<file path="src/rtl/mac_pkg.sv">
// Shared types and constants for the MAC accumulate stage.
package mac_pkg;

    localparam int PROD_W = 6;

    typedef enum logic [0:0] {
        ACC  = 1'b0,
        DONE = 1'b1
    } state_e;

    // term_cnt must be able to hold the value N_TERMS itself
    function automatic int cnt_w(input int n_terms);
        return $clog2(n_terms + 1);
    endfunction

endpackage

</file>
<file path="src/rtl/mac_accumulator_if.sv">
// Product-in / result-out handshake bundle of the accumulate stage.
interface mac_accumulator_if #(
    parameter int PROD_W = mac_pkg::PROD_W,
    parameter int ACC_W  = 12,
    parameter int CNT_W  = 4
);
    logic              in_valid;
    logic              in_ready;
    logic [PROD_W-1:0] in_prod;
    logic              in_last;
    logic              out_valid;
    logic              out_ready;
    logic [ACC_W-1:0]  acc_out;
    logic              sat;
    logic [CNT_W-1:0]  term_cnt;

    modport master (
        output in_valid, in_prod, in_last, out_ready,
        input  in_ready, out_valid, acc_out, sat, term_cnt
    );

    modport slave (
        input  in_valid, in_prod, in_last, out_ready,
        output in_ready, out_valid, acc_out, sat, term_cnt
    );
endinterface

</file>
<file path="src/rtl/mac_sat_adder.sv">
// Unsigned saturating add of a product onto the running sum.
module mac_sat_adder #(
    parameter int A_W = 12,
    parameter int B_W = 6
) (
    input  logic [A_W-1:0] a_i,
    input  logic [B_W-1:0] b_i,
    output logic [A_W-1:0] sum_o,
    output logic           ovf_o
);
    logic [A_W:0] sum_ext;

    // One extra bit: its carry-out is the saturation select.
    assign sum_ext = {1'b0, a_i} + (A_W + 1)'(b_i);
    assign ovf_o   = sum_ext[A_W];
    assign sum_o   = ovf_o ? '1 : sum_ext[A_W-1:0];
endmodule

</file>
<file path="src/rtl/mac_accumulator.sv">
// Accumulate stage: sums up to N_TERMS products, then holds the result
// until the consumer takes it.
module mac_accumulator #(
    parameter int PROD_W  = mac_pkg::PROD_W,
    parameter int ACC_W   = 12,
    parameter int N_TERMS = 8
) (
    input  logic               clk,
    input  logic               rst_n,
    input  logic               clr,
    mac_accumulator_if.slave   bus
);
    import mac_pkg::*;

    localparam int CNT_W = cnt_w(N_TERMS);
    localparam logic [CNT_W-1:0] LAST_CNT = CNT_W'(N_TERMS - 1);

    state_e             state_q, state_d;
    logic [ACC_W-1:0]   acc_q, acc_d;
    logic               sat_q, sat_d;
    logic [CNT_W-1:0]   cnt_q, cnt_d;
    logic               vld_q, vld_d;

    logic [ACC_W-1:0]   sum;
    logic               ovf;
    logic               accept;
    logic               final_beat;

    mac_sat_adder #(.A_W(ACC_W), .B_W(PROD_W)) u_add (
        .a_i   (acc_q),
        .b_i   (bus.in_prod),
        .sum_o (sum),
        .ovf_o (ovf)
    );

    assign bus.in_ready = (state_q == ACC);
    assign accept       = bus.in_valid & bus.in_ready;
    // Covers in_last on the N_TERMS-th beat with a single transition.
    assign final_beat   = bus.in_last | (cnt_q == LAST_CNT);

    always_comb begin
        state_d = state_q;
        acc_d   = acc_q;
        sat_d   = sat_q;
        cnt_d   = cnt_q;
        vld_d   = vld_q;
        if (clr) begin
            state_d = ACC;
            acc_d   = '0;
            sat_d   = 1'b0;
            cnt_d   = '0;
            vld_d   = 1'b0;
        end else begin
            case (state_q)
                ACC: begin
                    if (accept) begin
                        acc_d = sum;
                        sat_d = sat_q | ovf;
                        cnt_d = cnt_q + CNT_W'(1);
                        if (final_beat) begin
                            state_d = DONE;
                            vld_d   = 1'b1;
                        end
                    end
                end
                DONE: begin
                    if (bus.out_ready) begin
                        state_d = ACC;
                        acc_d   = '0;
                        sat_d   = 1'b0;
                        cnt_d   = '0;
                        vld_d   = 1'b0;
                    end
                end
                default: begin
                    state_d = ACC;
                    vld_d   = 1'b0;
                end
            endcase
        end
    end

    always_ff @(posedge clk or negedge rst_n) begin
        if (!rst_n) begin
            state_q <= ACC;
            acc_q   <= '0;
            sat_q   <= 1'b0;
            cnt_q   <= '0;
            vld_q   <= 1'b0;
        end else begin
            state_q <= state_d;
            acc_q   <= acc_d;
            sat_q   <= sat_d;
            cnt_q   <= cnt_d;
            vld_q   <= vld_d;
        end
    end

    assign bus.out_valid = vld_q;
    assign bus.acc_out   = acc_q;
    assign bus.sat       = sat_q;
    assign bus.term_cnt  = cnt_q;
endmodule

</file>
<file path="src/flat_wrapper.sv">
// flat-port wrapper written by rule: the top's interface ports become plain ports
module mac_accumulator_flat import mac_pkg::*;
#(
    parameter int PROD_W  = mac_pkg::PROD_W,
    parameter int ACC_W   = 12,
    parameter int N_TERMS = 8
)
  (clk, rst_n, clr, bus_in_valid, bus_in_prod, bus_in_last, bus_out_ready, bus_in_ready, bus_out_valid, bus_acc_out, bus_sat, bus_term_cnt);
  mac_accumulator_if #(.PROD_W(PROD_W), .ACC_W(ACC_W), .CNT_W(4)) bus_i ();
  input  logic clk;
  input  logic rst_n;
  input  logic clr;
  input wire logic [$bits(bus_i.in_valid)-1:0] bus_in_valid;
  input wire logic [$bits(bus_i.in_prod)-1:0] bus_in_prod;
  input wire logic [$bits(bus_i.in_last)-1:0] bus_in_last;
  input wire logic [$bits(bus_i.out_ready)-1:0] bus_out_ready;
  output wire logic [$bits(bus_i.in_ready)-1:0] bus_in_ready;
  output wire logic [$bits(bus_i.out_valid)-1:0] bus_out_valid;
  output wire logic [$bits(bus_i.acc_out)-1:0] bus_acc_out;
  output wire logic [$bits(bus_i.sat)-1:0] bus_sat;
  output wire logic [$bits(bus_i.term_cnt)-1:0] bus_term_cnt;
  assign bus_i.in_valid = bus_in_valid;
  assign bus_i.in_prod = bus_in_prod;
  assign bus_i.in_last = bus_in_last;
  assign bus_i.out_ready = bus_out_ready;
  assign bus_in_ready = bus_i.in_ready;
  assign bus_out_valid = bus_i.out_valid;
  assign bus_acc_out = bus_i.acc_out;
  assign bus_sat = bus_i.sat;
  assign bus_term_cnt = bus_i.term_cnt;
  mac_accumulator #(.PROD_W(PROD_W), .ACC_W(ACC_W), .N_TERMS(N_TERMS)) u_core (.clk(clk), .rst_n(rst_n), .clr(clr), .bus(bus_i));
endmodule
</file>
<file path="config.mk">
export PLATFORM = sky130hd
export DESIGN_NAME = mac_accumulator_flat
export DESIGN_NICKNAME = d
export VERILOG_FILES = /design/src/rtl/mac_pkg.sv /design/src/rtl/mac_accumulator_if.sv /design/src/rtl/mac_sat_adder.sv /design/src/rtl/mac_accumulator.sv /design/src/flat_wrapper.sv
export SDC_FILE = /design/constraint.sdc
export NUM_CORES = 1
export LEC_CHECK = 0
export BUFFER_PORTS_ARGS = -buffer_cell sky130_fd_sc_hd__buf_2
export CORE_AREA = 2 2 52 54
export CTS_CLUSTER_SIZE = 14
export DETAILED_ROUTE_END_ITERATION = 10
export DIE_AREA = 0 0 54 56
export PLACE_DENSITY = 0.83
export SLEW_MARGIN = 30
export SYNTH_ARGS = -nofsm -noshare
export SYNTH_HDL_FRONTEND = slang
export SYNTH_HIERARCHICAL = 1
export SYNTH_SLANG_ARGS = --single-unit
</file>
<file path="constraint.sdc">
create_clock -name clk -period 5.8 [get_ports clk]
set_input_delay 1.16 -clock clk [delete_from_list [all_inputs] [get_ports clk]]
set_output_delay 1.16 -clock clk [all_outputs]
set_load 0.02 [all_outputs]
</file>
== Yosys cells after proc, flatten, opt, wreduce, memory -nomap -nowiden ==
Cells that the tools add are included.
Operators by class
  add/subtract/negate cells: 2
  bitwise operators: 4
  reduce and logical (&&, ||, !) cells: 2
  mux-type cells: 22
  equal/unequal tests: 4
Operators with widths (number)
  $mux W12: 4
  $pmux W12 S2: 1
  $add A12 B6 Y13: 1
  $mux W4: 3
  $mux W1: 10
  $ne A3 B3 Y1 const B: 3
  $pmux W4 S2: 1
  $pmux W1 S2: 3
  $add A4 B1 Y4 const B: 1
  $eq A4 B3 Y1 const B: 1
  $reduce_and A3 Y1: 1
  $or A1 B1 Y1: 2
  $reduce_and A2 Y1: 1
  $and A1 B1 Y1: 1
  $not A1 Y1: 1
Storage, ports and cells
  input port bits: 12
  register bits: 19
  word-level logic and storage cells: 39

== Logic depth before layout (Yosys ltp) ==
Gate-level depths: netlist of run 1.
  word-level depth: 6
  gate-level depth with buffers: 8
  mapped depth without buffers: 8

== Modules after synthesis ==
Netlist of run 1, hierarchy kept.
By module, submodules not included
  mac_accumulator: sequential area each 475.5 µm², times used 1, area each 925.9 µm², cells an instance 86
  mac_sat_adder: sequential area each 0.0 µm², times used 1, area each 465.4 µm², cells an instance 64

== Least setup slack after synthesis of run 1 ==
No wires, ideal clock.
  path kind: in2reg
  start: in bus_in_prod[0]
  end: reg u_core.acc_q[6], in the netlist u_core/bus.acc_out[6]
  stages on the path: 8
  slack: 2.895 ns
  required time: 5.677 ns
  library setup time: 0.123 ns
  arrival time: 2.782 ns
  buffers on the path: 0
  cell sequence: ha_1 fa_1 a211oi_2 o21bai_1 a21oi_1 mux2_1 nand2_1 mux2i_1
On the way
  cells in the longest elaborated chain, start to end: 5
Ends and longest elaborated chain
  start: declaration: RTL line flat_wrapper.sv:14  | input wire logic [$bits(bus_i.in_prod)-1:0] bus_in_prod;
  $add A12 B6 Y13: RTL line mac_sat_adder.sv:14  | assign sum_ext = {1'b0, a_i} + (A_W + 1)'(b_i);
  $mux W12: RTL line mac_sat_adder.sv:16  | assign sum_o = ovf_o ? '1 : sum_ext[A_W-1:0];
  via u_core.sum[6]: RTL line mac_accumulator.sv:24  | logic [ACC_W-1:0] sum;
  $mux W12: RTL line mac_accumulator.sv:56  | if (accept) begin
  $pmux W12 S2: RTL line mac_accumulator.sv:54  | case (state_q)
  $mux W12: RTL line mac_accumulator.sv:47  | if (clr) begin
  end signal: assignment: RTL line mac_accumulator.sv:86  | acc_q <= '0;
  end signal: assignment: RTL line mac_accumulator.sv:92  | acc_q <= acc_d;
  end: declaration: RTL line mac_accumulator.sv:19  | logic [ACC_W-1:0] acc_q, acc_d;
The timed path passes the listed nets, and every way through them passes these cells. The select of a mux whose other input is x is not followed.
A chain may end at the register's enable or synchronous reset.

== Worst setup path in the final report of run 1 ==
Same ends and word-level chain as after synthesis.

==> results.py, run 1 <==
metrics = {
    "route": {
        "routed.top_layer": "met4",
        "detailroute.via_count": 1214,
        "routed_wl_um": 2970,
        "route.met3.wl_um": 157,
        "met1Wirelength_um": 1370,
        "drt-initial-drc-count": 13,
        "via_per_inst": 5.78,
        "drtPass1Iterations": 4,
        "drtAntennaViolNets": 0,
        "remaining_drc_errors": 0,
        "post_drt_wl_per_cell_um": 14.1,
        "wl_met2_um": 1430,
    },
    "logic_synthesis": {
        "yosysWarnings": 6,
        "syn_avg_cell_area_sq_um": 9.28,
        "synthTopCellsByArea": "dfrtp_1, mux2i_1, ha_1, nand2_1, nor4bb_1",
        "syn_inst": 150,
        "synthTopCellsByCount": "dfrtp_1, nand2_1, inv_1, mux2i_1, nor2_1",
        "synth-compound-area-share_pct": 20.5,
        "ys_seq_elements": 19,
        "yosysMostFrequentCell": "dfrtp_1",
        "synthAdderAreaFrac_pct": 7.73,
        "synth_top_family_by_area": "simple AND/OR/NAND/NOR gates",
        "synth.distinct_cells": 42,
        "synthMuxAreaShare_pct": 8.36,
        "synth_xor_area_share_pct": 1.26,
        "synthesis.nets": 170,
        "yosys.area_share.simple_pct": 21.8,
        "synth_top_area_share_pct": 34.2,
        "synth-main-ff-cell": "dfrtp_1",
        "synth_edf_count": 0,
        "synth_area_sq_um": 1390,
        "yosys.area.top_type": "dfrtp_1",
        "synthArstFlopShare_pct": 100,
        "ys_seq_area_share_pct": 34.2,
    },
    "cts": {
        "path_clk_slew_ns": 0.11,
        "clock_sinks": 19,
        "clkLatencyLatePin_ns": 0.31,
        "cts_hold_buf": 0,
        "post-cts-setup-buffer-count": 0,
        "htreeDepth": 1,
        "root_buffer": "clkbuf_4",
        "cts_resized": 0,
        "cts_buffer_depth": 2,
        "cts_buffers": 3,
        "cts_tree": "built",
    },
    "placement": {
        "gp_congestion": 0.852,
        "dp_cells": 206,
        "portBuffers": 30,
        "placed_area_sq_um": 1550,
        "dpl.hpwl_um": 2190,
        "dp_worst_setup_slack_ns": 2.63,
    },
    "global_route": {
        "grt_usage_pct": 21.3,
        "grt_max_degree": 20,
        "antenna_found_initial": 0,
        "grt_pass1_wl_um": 4920,
        "grt-ovfl-total": 0,
        "grt_pass1_vias": 1148,
    },
    "floorplan": {
        "coreArea_sq_um": 2430,
        "io_pins": 31,
        "die_w_um": 54,
        "die_area_sq_um": 3020,
        "placement_rows": 18,
        "initial_core_util_pct": 57.2,
        "die_h_um": 56,
    },
    "outcome": {
        "outcome": "completed",
    },
    "power_and_ir_drop": {
        "power_mw": 0.332,
        "power.density_nw_per_um2": 211,
        "power_leakage_nw": 0.810,
        "irDropWorstVdd_uv": 166,
    },
    "finish": {
        "drive_gt1_share_pct": 24.4,
        "final_util_pct": 64.8,
        "insertedDiodeCount": 0,
        "fin_area_sq_um": 1580,
        "nets": 201,
        "syn2layout_area_growth_pct": 13.2,
        "instances_no_fill": 210,
    },
    "critical_path": {
        "worstSetupPathType": "input port to register",
        "crit_chain": "buf_2 > ha_1 > fa_1 > a211oi_2 > o21bai_1 > a21oi_1 > mux2_1 > nand2_1 > mux2i_1",
        "arrival_ns": 3.01,
        "slowest_delay_ns": 0.45,
        "critPathMaxFanout": 3,
        "worst_ep_required_time_ns": 5.97,
        "critPathCaptureType": "register",
        "critPathLaunchType": "input port",
        "cp_slowest_cell": "fa_1",
    },
    "sta": {
        "setup_violations": 0,
        "finalHoldViolCount": 0,
        "drv_slew": 0,
        "fin_ws_ns": 2.96,
        "setup_tns_ns": 0,
        "fin_worst_skew_ns": 0.00912,
        "fmax_ghz": 0.352,
        "tightest_slew_ns": 0.746,
        "hold_ws_ns": 0.515,
        "finalCriticalPeriod_ns": 2.84,
        "fin_crit_sh_pct": 49.0,
        "rsz0062_at_grt": "false",
        "relSlewSlack_pct": 50.2,
    },
    "flow_run": {
        "maxCapViolations": 0,
    },
    "hold_path": {
        "hold_path.class": "register to register",
    },
}
==> cells in the final DEF (no fill, tap or decap), types with 3 or more instances in the layout <==
| cell type | count |
|---|---|
| nor3_1 | 3 |
| a211oi_1 | 3 |
| dfrtp_1 | 19 |
| nand2_1 | 16 |
| a21oi_1 | 6 |
| o21a_1 | 3 |
| a21o_1 | 6 |
| ha_1 | 7 |
| nand3_1 | 4 |
| nor4bb_1 | 5 |
| nor2_1 | 9 |
| inv_1 | 13 |
| clkbuf_4 | 3 |
| o21ai_0 | 6 |
| o21bai_1 | 3 |
| buf_2 | 30 |
| o21ai_1 | 3 |
| mux2i_1 | 9 |
==> power breakdown <==
part           internal, mW  switching (mW)  total (mW)
Sequential            0.141          0.0102       0.151
Clock                0.0258          0.0439      0.0696
Combinational        0.0467          0.0641       0.111
Total                 0.214           0.118       0.332
==> path summary, 6_finish.rpt <==
check	startpoint	end	slack, ns	cells past startpoint
setup / recovery	bus_in_prod[0]	u_core/bus.acc_out[6]$_DFFE_PN0P_	2.96	9
hold / removal	u_core/bus.acc_out[4]$_DFFE_PN0P_	u_core/bus.acc_out[4]$_DFFE_PN0P_	0.52	1
setup reg to reg	u_core/bus.acc_out[0]$_DFFE_PN0P_	u_core/bus.acc_out[6]$_DFFE_PN0P_	3.45	8
hold reg to reg	u_core/bus.acc_out[4]$_DFFE_PN0P_	u_core/bus.acc_out[4]$_DFFE_PN0P_	0.52	1
max in group asynchronous	rst_n	u_core/bus.acc_out[5]$_DFFE_PN0P_	4.73	1
min in group asynchronous	rst_n	u_core/bus.term_cnt[2]$_DFFE_PN0P_	0.77	1
==> kinds of logic after synthesis <==
group	after synthesis
and+or+nand+nor	52
AOI/OAI and AO/OA	41
adders and majority gates	8
DFF	19
muxes	11
buffers and inverters	17
xor gates and xnor gates	2
==> area by class of cell <==
type	instances	area (sq um)
fillers	215	857
repair buffers	30	150
multi-input cells	114	836
clock inverters	1	5.00
flip-flops and latches	19	475
clock buffers	3	22.5
well taps	30	37.5
inverters	13	48.8
==> registers in the layout, summed over array words and instances, names as in the netlist <==
register,flops
u_core/bus.acc_out,12
u_core/bus.term_cnt,4
u_core/bus.out_valid,1
u_core/bus.sat,1
u_core/state_q,1
==> critical path, delay by kind of cell <==
family | cells | cell delay (ns)
buf+inv | 1 | 0.10
compound gates | 3 | 0.62
fa+ha+maj | 2 | 0.67
simple gates | 1 | 0.06
mux | 2 | 0.40
==> metal layers <==
metal  global-route usage (%)  vias up
met5                        0        -
met2                     36.2       36
met1                     26.5      574
met4                     4.29        0
li1                         -      602
met3                     5.65        2
(Power assumes the default switching activity.)
==> inputs of run 2 (changes only) <==
--- a/config.mk
+++ b/config.mk
@@ -6,11 +6,11 @@
 export NUM_CORES = 1
 export LEC_CHECK = 0
 export BUFFER_PORTS_ARGS = -buffer_cell sky130_fd_sc_hd__buf_2
-export CORE_AREA = 2 2 52 54
+export CORE_AREA = 2 2 57 59
 export CTS_CLUSTER_SIZE = 14
 export DETAILED_ROUTE_END_ITERATION = 10
-export DIE_AREA = 0 0 54 56
-export PLACE_DENSITY = 0.83
+export DIE_AREA = 0 0 59 61
+export PLACE_DENSITY = 0.73
 export SLEW_MARGIN = 30
 export SYNTH_ARGS = -nofsm -noshare
 export SYNTH_HDL_FRONTEND = slang
==> constraint.sdc (replaced) <==
create_clock -name clk -period 2.45 [get_ports clk]
set_input_delay 0.49 -clock clk [delete_from_list [all_inputs] [get_ports clk]]
set_output_delay 0.49 -clock clk [all_outputs]
set_load 0.02 [all_outputs]
==> results.py, run 2 (synthesis gave the netlist of run 1 again) <==
metrics = {
    "outcome": {
        "outcome": "completed",
    },
    "route": {
        "drtPass1Iterations": 4,
        "routed_wl_um": 3020,
        "remaining_drc_errors": 0,
        "wl_met2_um": 1460,
        "routed.top_layer": "met4",
        "drt-initial-drc-count": 34,
        "met1Wirelength_um": 1390,
        "detailroute.via_count": 1240,
        "post_drt_wl_per_cell_um": 14.0,
        "via_per_inst": 5.74,
        "route.met3.wl_um": 157,
        "drtAntennaViolNets": 0,
    },
    "sta": {
        "setup_tns_ns": 0,
        "fin_worst_skew_ns": 0.00385,
        "fin_ws_ns": 0.137,
        "finalCriticalPeriod_ns": 2.31,
        "drv_slew": 0,
        "relSlewSlack_pct": 64.6,
        "finalHoldViolCount": 0,
        "rsz0062_at_grt": "false",
        "setup_violations": 0,
        "fin_crit_sh_pct": 94.4,
        "fmax_ghz": 0.432,
        "tightest_slew_ns": 0.529,
    },
    "floorplan": {
        "initial_core_util_pct": 47.1,
        "coreArea_sq_um": 2950,
        "die_w_um": 59,
        "placement_rows": 20,
        "die_h_um": 61,
        "io_pins": 31,
        "die_area_sq_um": 3600,
    },
    "power_and_ir_drop": {
        "power_leakage_nw": 0.824,
        "power.density_nw_per_um2": 493,
        "power_mw": 0.786,
        "irDropWorstVdd_uv": 297,
    },
    "flow_run": {
        "maxCapViolations": 0,
    },
    "placement": {
        "dp_worst_setup_slack_ns": 0.0000764,
        "placed_area_sq_um": 1570,
        "portBuffers": 30,
        "gp_congestion": 0.796,
        "dpl.hpwl_um": 2290,
    },
    "hold_path": {
        "hold_path.class": "input port to async pin",
    },
    "global_route": {
        "grt_pass1_vias": 1157,
        "grt-ovfl-total": 0,
        "grt_usage_pct": 18.0,
        "antenna_found_initial": 0,
        "grt_pass1_wl_um": 5030,
        "grt_max_degree": 20,
    },
    "critical_path": {
        "critPathMaxFanout": 3,
        "arrival_ns": 2.50,
        "worstSetupPathType": "register to register",
        "worst_ep_required_time_ns": 2.64,
        "critPathCaptureType": "register",
        "critPathLaunchType": "register",
    },
    "cts": {
        "cts_tree": "built",
        "clock_sinks": 19,
        "path_clk_slew_ns": 0.11,
        "root_buffer": "clkbuf_4",
        "post-cts-setup-buffer-count": 0,
        "cts_buffers": 3,
        "clkLatencyLatePin_ns": 0.30,
        "cts_hold_buf": 0,
        "cts_resized": 0,
        "htreeDepth": 1,
        "cts_buffer_depth": 2,
    },
    "finish": {
        "syn2layout_area_growth_pct": 14.7,
        "insertedDiodeCount": 0,
        "final_cell_mix": "buf_2, dfrtp_1, nand2_1",
        "fin_area_sq_um": 1600,
        "nets": 204,
        "multi_input_area_sq_um": 830,
        "seqCellArea_sq_um": 475,
        "fill_cells": 304,
        "mostFrequentLayoutCell": "buf_2",
        "largest_reg_flops": 12,
        "drive_gt1_share_pct": 25.7,
    },
}
run 2: routing by layer:
layer,GRT usage (%),vias up
met5,0,-
met4,2.60,0
met3,4.05,2
met2,32.2,36
met1,22.8,595
li1,-,607
run 2: layout make-up:
| class | instances | share of cell area (%) |
|---|---|---|
| clock buffer | 3 | 1.41 |
| clock inverter | 1 | 0.314 |
| inverter | 13 | 3.06 |
| multi-input combinational | 114 | 52.0 |
| sequential | 19 | 29.8 |
| tap | 33 | 2.59 |
| timing repair buffer | 33 | 10.8 |
run 2: where the power goes:
group          switching, mW  total [mW]  internal [mW]
logic                  0.152       0.265          0.113
clock network          0.100       0.161         0.0608
registers             0.0254       0.360          0.334
total                  0.278       0.786          0.508
run 2: path summary, 6_finish.rpt:
kind | from | end | slack [ns] | depth (start not counted)
max | u_core/bus.acc_out[0]$_DFFE_PN0P_ | u_core/bus.acc_out[6]$_DFFE_PN0P_ | 0.14 | 8
min | rst_n | u_core/bus.acc_out[0]$_DFFE_PN0P_ | 0.12 | 1
max reg2reg | u_core/bus.acc_out[0]$_DFFE_PN0P_ | u_core/bus.acc_out[6]$_DFFE_PN0P_ | 0.14 | 8
min reg2reg | u_core/bus.acc_out[3]$_DFFE_PN0P_ | u_core/bus.acc_out[3]$_DFFE_PN0P_ | 0.54 | 1
max in group asynchronous | rst_n | u_core/bus.acc_out[8]$_DFFE_PN0P_ | 2.02 | 1
min in group clk | bus_out_ready | u_core/state_q$_DFF_PN0_ | 0.51 | 4
run 2: critical path, cell delays in order (launching register included):
cell      delay (ns)
dfrtp_1         0.42
ha_1            0.24
fa_1            0.41
a211oi_2        0.35
o21bai_1        0.13
a21oi_1         0.18
mux2_1          0.34
nand2_1         0.06
mux2i_1         0.07
run 2: through the flow:
step / util, % / std cells / hold WS (ns)
4_1_cts: 54.0 / 216 / 0.118
5_1_grt: 54.0 / 216 / 0.137
3_3_place_gp: 53.1 / 212 / 0.453
3_5_place_dp: 53.1 / 212 / 0.459
6_report: 54.0 / 216 / 0.117
2_1_floorplan: - / 150 / 0.194
==> inputs of run 3 (changes only) <==
==> constraint.sdc (replaced) <==
create_clock -name clk -period 2.1 [get_ports clk]
set_input_delay 0.42 -clock clk [delete_from_list [all_inputs] [get_ports clk]]
set_output_delay 0.42 -clock clk [all_outputs]
set_load 0.02 [all_outputs]
==> results.py, run 3 (synthesis gave the netlist of run 1 again) <==
metrics = {
    "outcome": {
        "outcome": "completed",
    },
    "global_route": {
        "grt_usage_pct": 18.5,
        "grt_max_degree": 20,
        "antenna_found_initial": 0,
        "grt_pass1_vias": 1177,
        "grt-ovfl-total": 0,
        "grt_pass1_wl_um": 5100,
    },
    "critical_path": {
        "crit_chain": "ha_4 > fa_2 > a211oi_4 > buf_6 > o21ai_4 > nand3_4 > o21ai_1 > nor4bb_2 > a21o_1",
        "worstSetupPathType": "register to register",
        "crit_family": "compound AO/OA/AOI/OAI gates",
        "slowest_delay_ns": 0.45,
        "worst_ep_required_time_ns": 2.29,
        "critPathBufInv": 1,
        "critPathLaunchType": "register",
        "arrival_ns": 2.27,
        "critPathMaxFanout": 8,
        "critPathCaptureType": "register",
        "cp_slowest_cell": "dfrtp_2",
    },
    "finish": {
        "syn2layout_area_growth_pct": 22.8,
        "fin_area_sq_um": 1710,
        "insertedDiodeCount": 0,
        "drive_gt1_share_pct": 31.6,
        "final_cell_mix": "buf_2, dfrtp_1, nand2_1",
        "mostFrequentLayoutCell": "buf_2",
        "nets": 211,
        "largest_reg_flops": 12,
        "final_util_pct": 57.8,
    },
    "hold_path": {
        "hold_path.class": "input port to async pin",
    },
    "cts": {
        "path_clk_slew_ns": 0.11,
        "cts_buffer_depth": 2,
        "cts_tree": "built",
        "cts_hold_buf": 0,
        "clkLatencyLatePin_ns": 0.29,
        "clock_sinks": 19,
        "htreeDepth": 1,
        "root_buffer": "clkbuf_4",
        "cts_buffers": 3,
    },
    "sta": {
        "relSlewSlack_pct": 61.2,
        "fin_worst_skew_ns": 0.00172,
        "tightest_slew_ns": 0.579,
        "setup_violations": 0,
        "drv_slew": 0,
        "fmax_ghz": 0.482,
        "rsz0062_at_grt": "true",
        "hold_ws_ns": 0.0510,
        "setup_tns_ns": 0,
        "fin_crit_sh_pct": 98.8,
        "finalCriticalPeriod_ns": 2.07,
        "finalHoldViolCount": 0,
    },
    "floorplan": {
        "initial_core_util_pct": 47.1,
        "io_pins": 31,
        "die_h_um": 61,
        "die_area_sq_um": 3600,
        "placement_rows": 20,
        "coreArea_sq_um": 2950,
        "die_w_um": 59,
    },
    "route": {
        "drt-initial-drc-count": 72,
        "routed_wl_um": 3070,
        "remaining_drc_errors": 0,
        "via_per_inst": 5.61,
        "drtAntennaViolNets": 0,
        "drtPass1Iterations": 5,
        "post_drt_wl_per_cell_um": 13.8,
        "detailroute.via_count": 1251,
    },
    "placement": {
        "gp_congestion": 0.788,
        "dpl.hpwl_um": 2300,
        "portBuffers": 30,
        "placed_area_sq_um": 1600,
    },
    "power_and_ir_drop": {
        "power.density_nw_per_um2": 566,
        "irDropWorstVdd_uv": 279,
        "power_leakage_nw": 0.858,
    },
    "flow_run": {
        "maxCapViolations": 0,
    },
}
[run 3: routing by layer]
metal | global-route usage [%] | wire length, um
met5 | 0 | 0
met4 | 4.87 | 10
met3 | 2.77 | 166
met2 | 32.4 | 1520
met1 | 23.8 | 1380
[run 3: area by class of cell]
type | instances | area (sq um)
fillers | 277 | 1240
multi-input cells | 114 | 886
flip-flops and latches | 19 | 477
repair buffers | 40 | 229
inverters | 13 | 48.8
well taps | 33 | 41.3
clock buffers | 4 | 26.3
[run 3: final timing paths]
| kind | from | to | slack (ns) | cells after the start |
|---|---|---|---|---|
| max in group asynchronous | rst_n | u_core/bus.acc_out[0]$_DFFE_PN0P_ | 1.73 | 1 |
| worst max-delay path | u_core/bus.acc_out[0]$_DFFE_PN0P_ | u_core/bus.acc_out[4]$_DFFE_PN0P_ | 0.03 | 9 |
| worst min-delay path | rst_n | u_core/bus.acc_out[1]$_DFFE_PN0P_ | 0.05 | 1 |
| min in group clk | bus_out_ready | u_core/bus.term_cnt[2]$_DFFE_PN0P_ | 0.45 | 4 |
| worst max register to register | u_core/bus.acc_out[0]$_DFFE_PN0P_ | u_core/bus.acc_out[4]$_DFFE_PN0P_ | 0.03 | 9 |
| worst min register to register | u_core/bus.acc_out[4]$_DFFE_PN0P_ | u_core/bus.acc_out[4]$_DFFE_PN0P_ | 0.54 | 1 |
[run 3: metrics by stage]
stage                     total power [mW]  setup slack (ns)  cells
after detailed placement             0.749            -0.121    215
after floorplan                      0.653           0.00488    150
after global routing                  1.03           -0.0627    223
after CTS                            0.946        -0.0000426    219
after global placement               0.737           -0.0742    215
final                                0.966            0.0254    223
[run 3: timing repair]
item	CTS	global route
resized for setup	2	9
buffers inserted	0	4
pin swaps	0	5
endpoints found under the setup margin	2	11
cloned	0	0
[run 3: report_power, final]
part / internal, mW / switching, mW
sequential: 0.390 / 0.0313
clock: 0.0738 / 0.112
combinational: 0.162 / 0.198
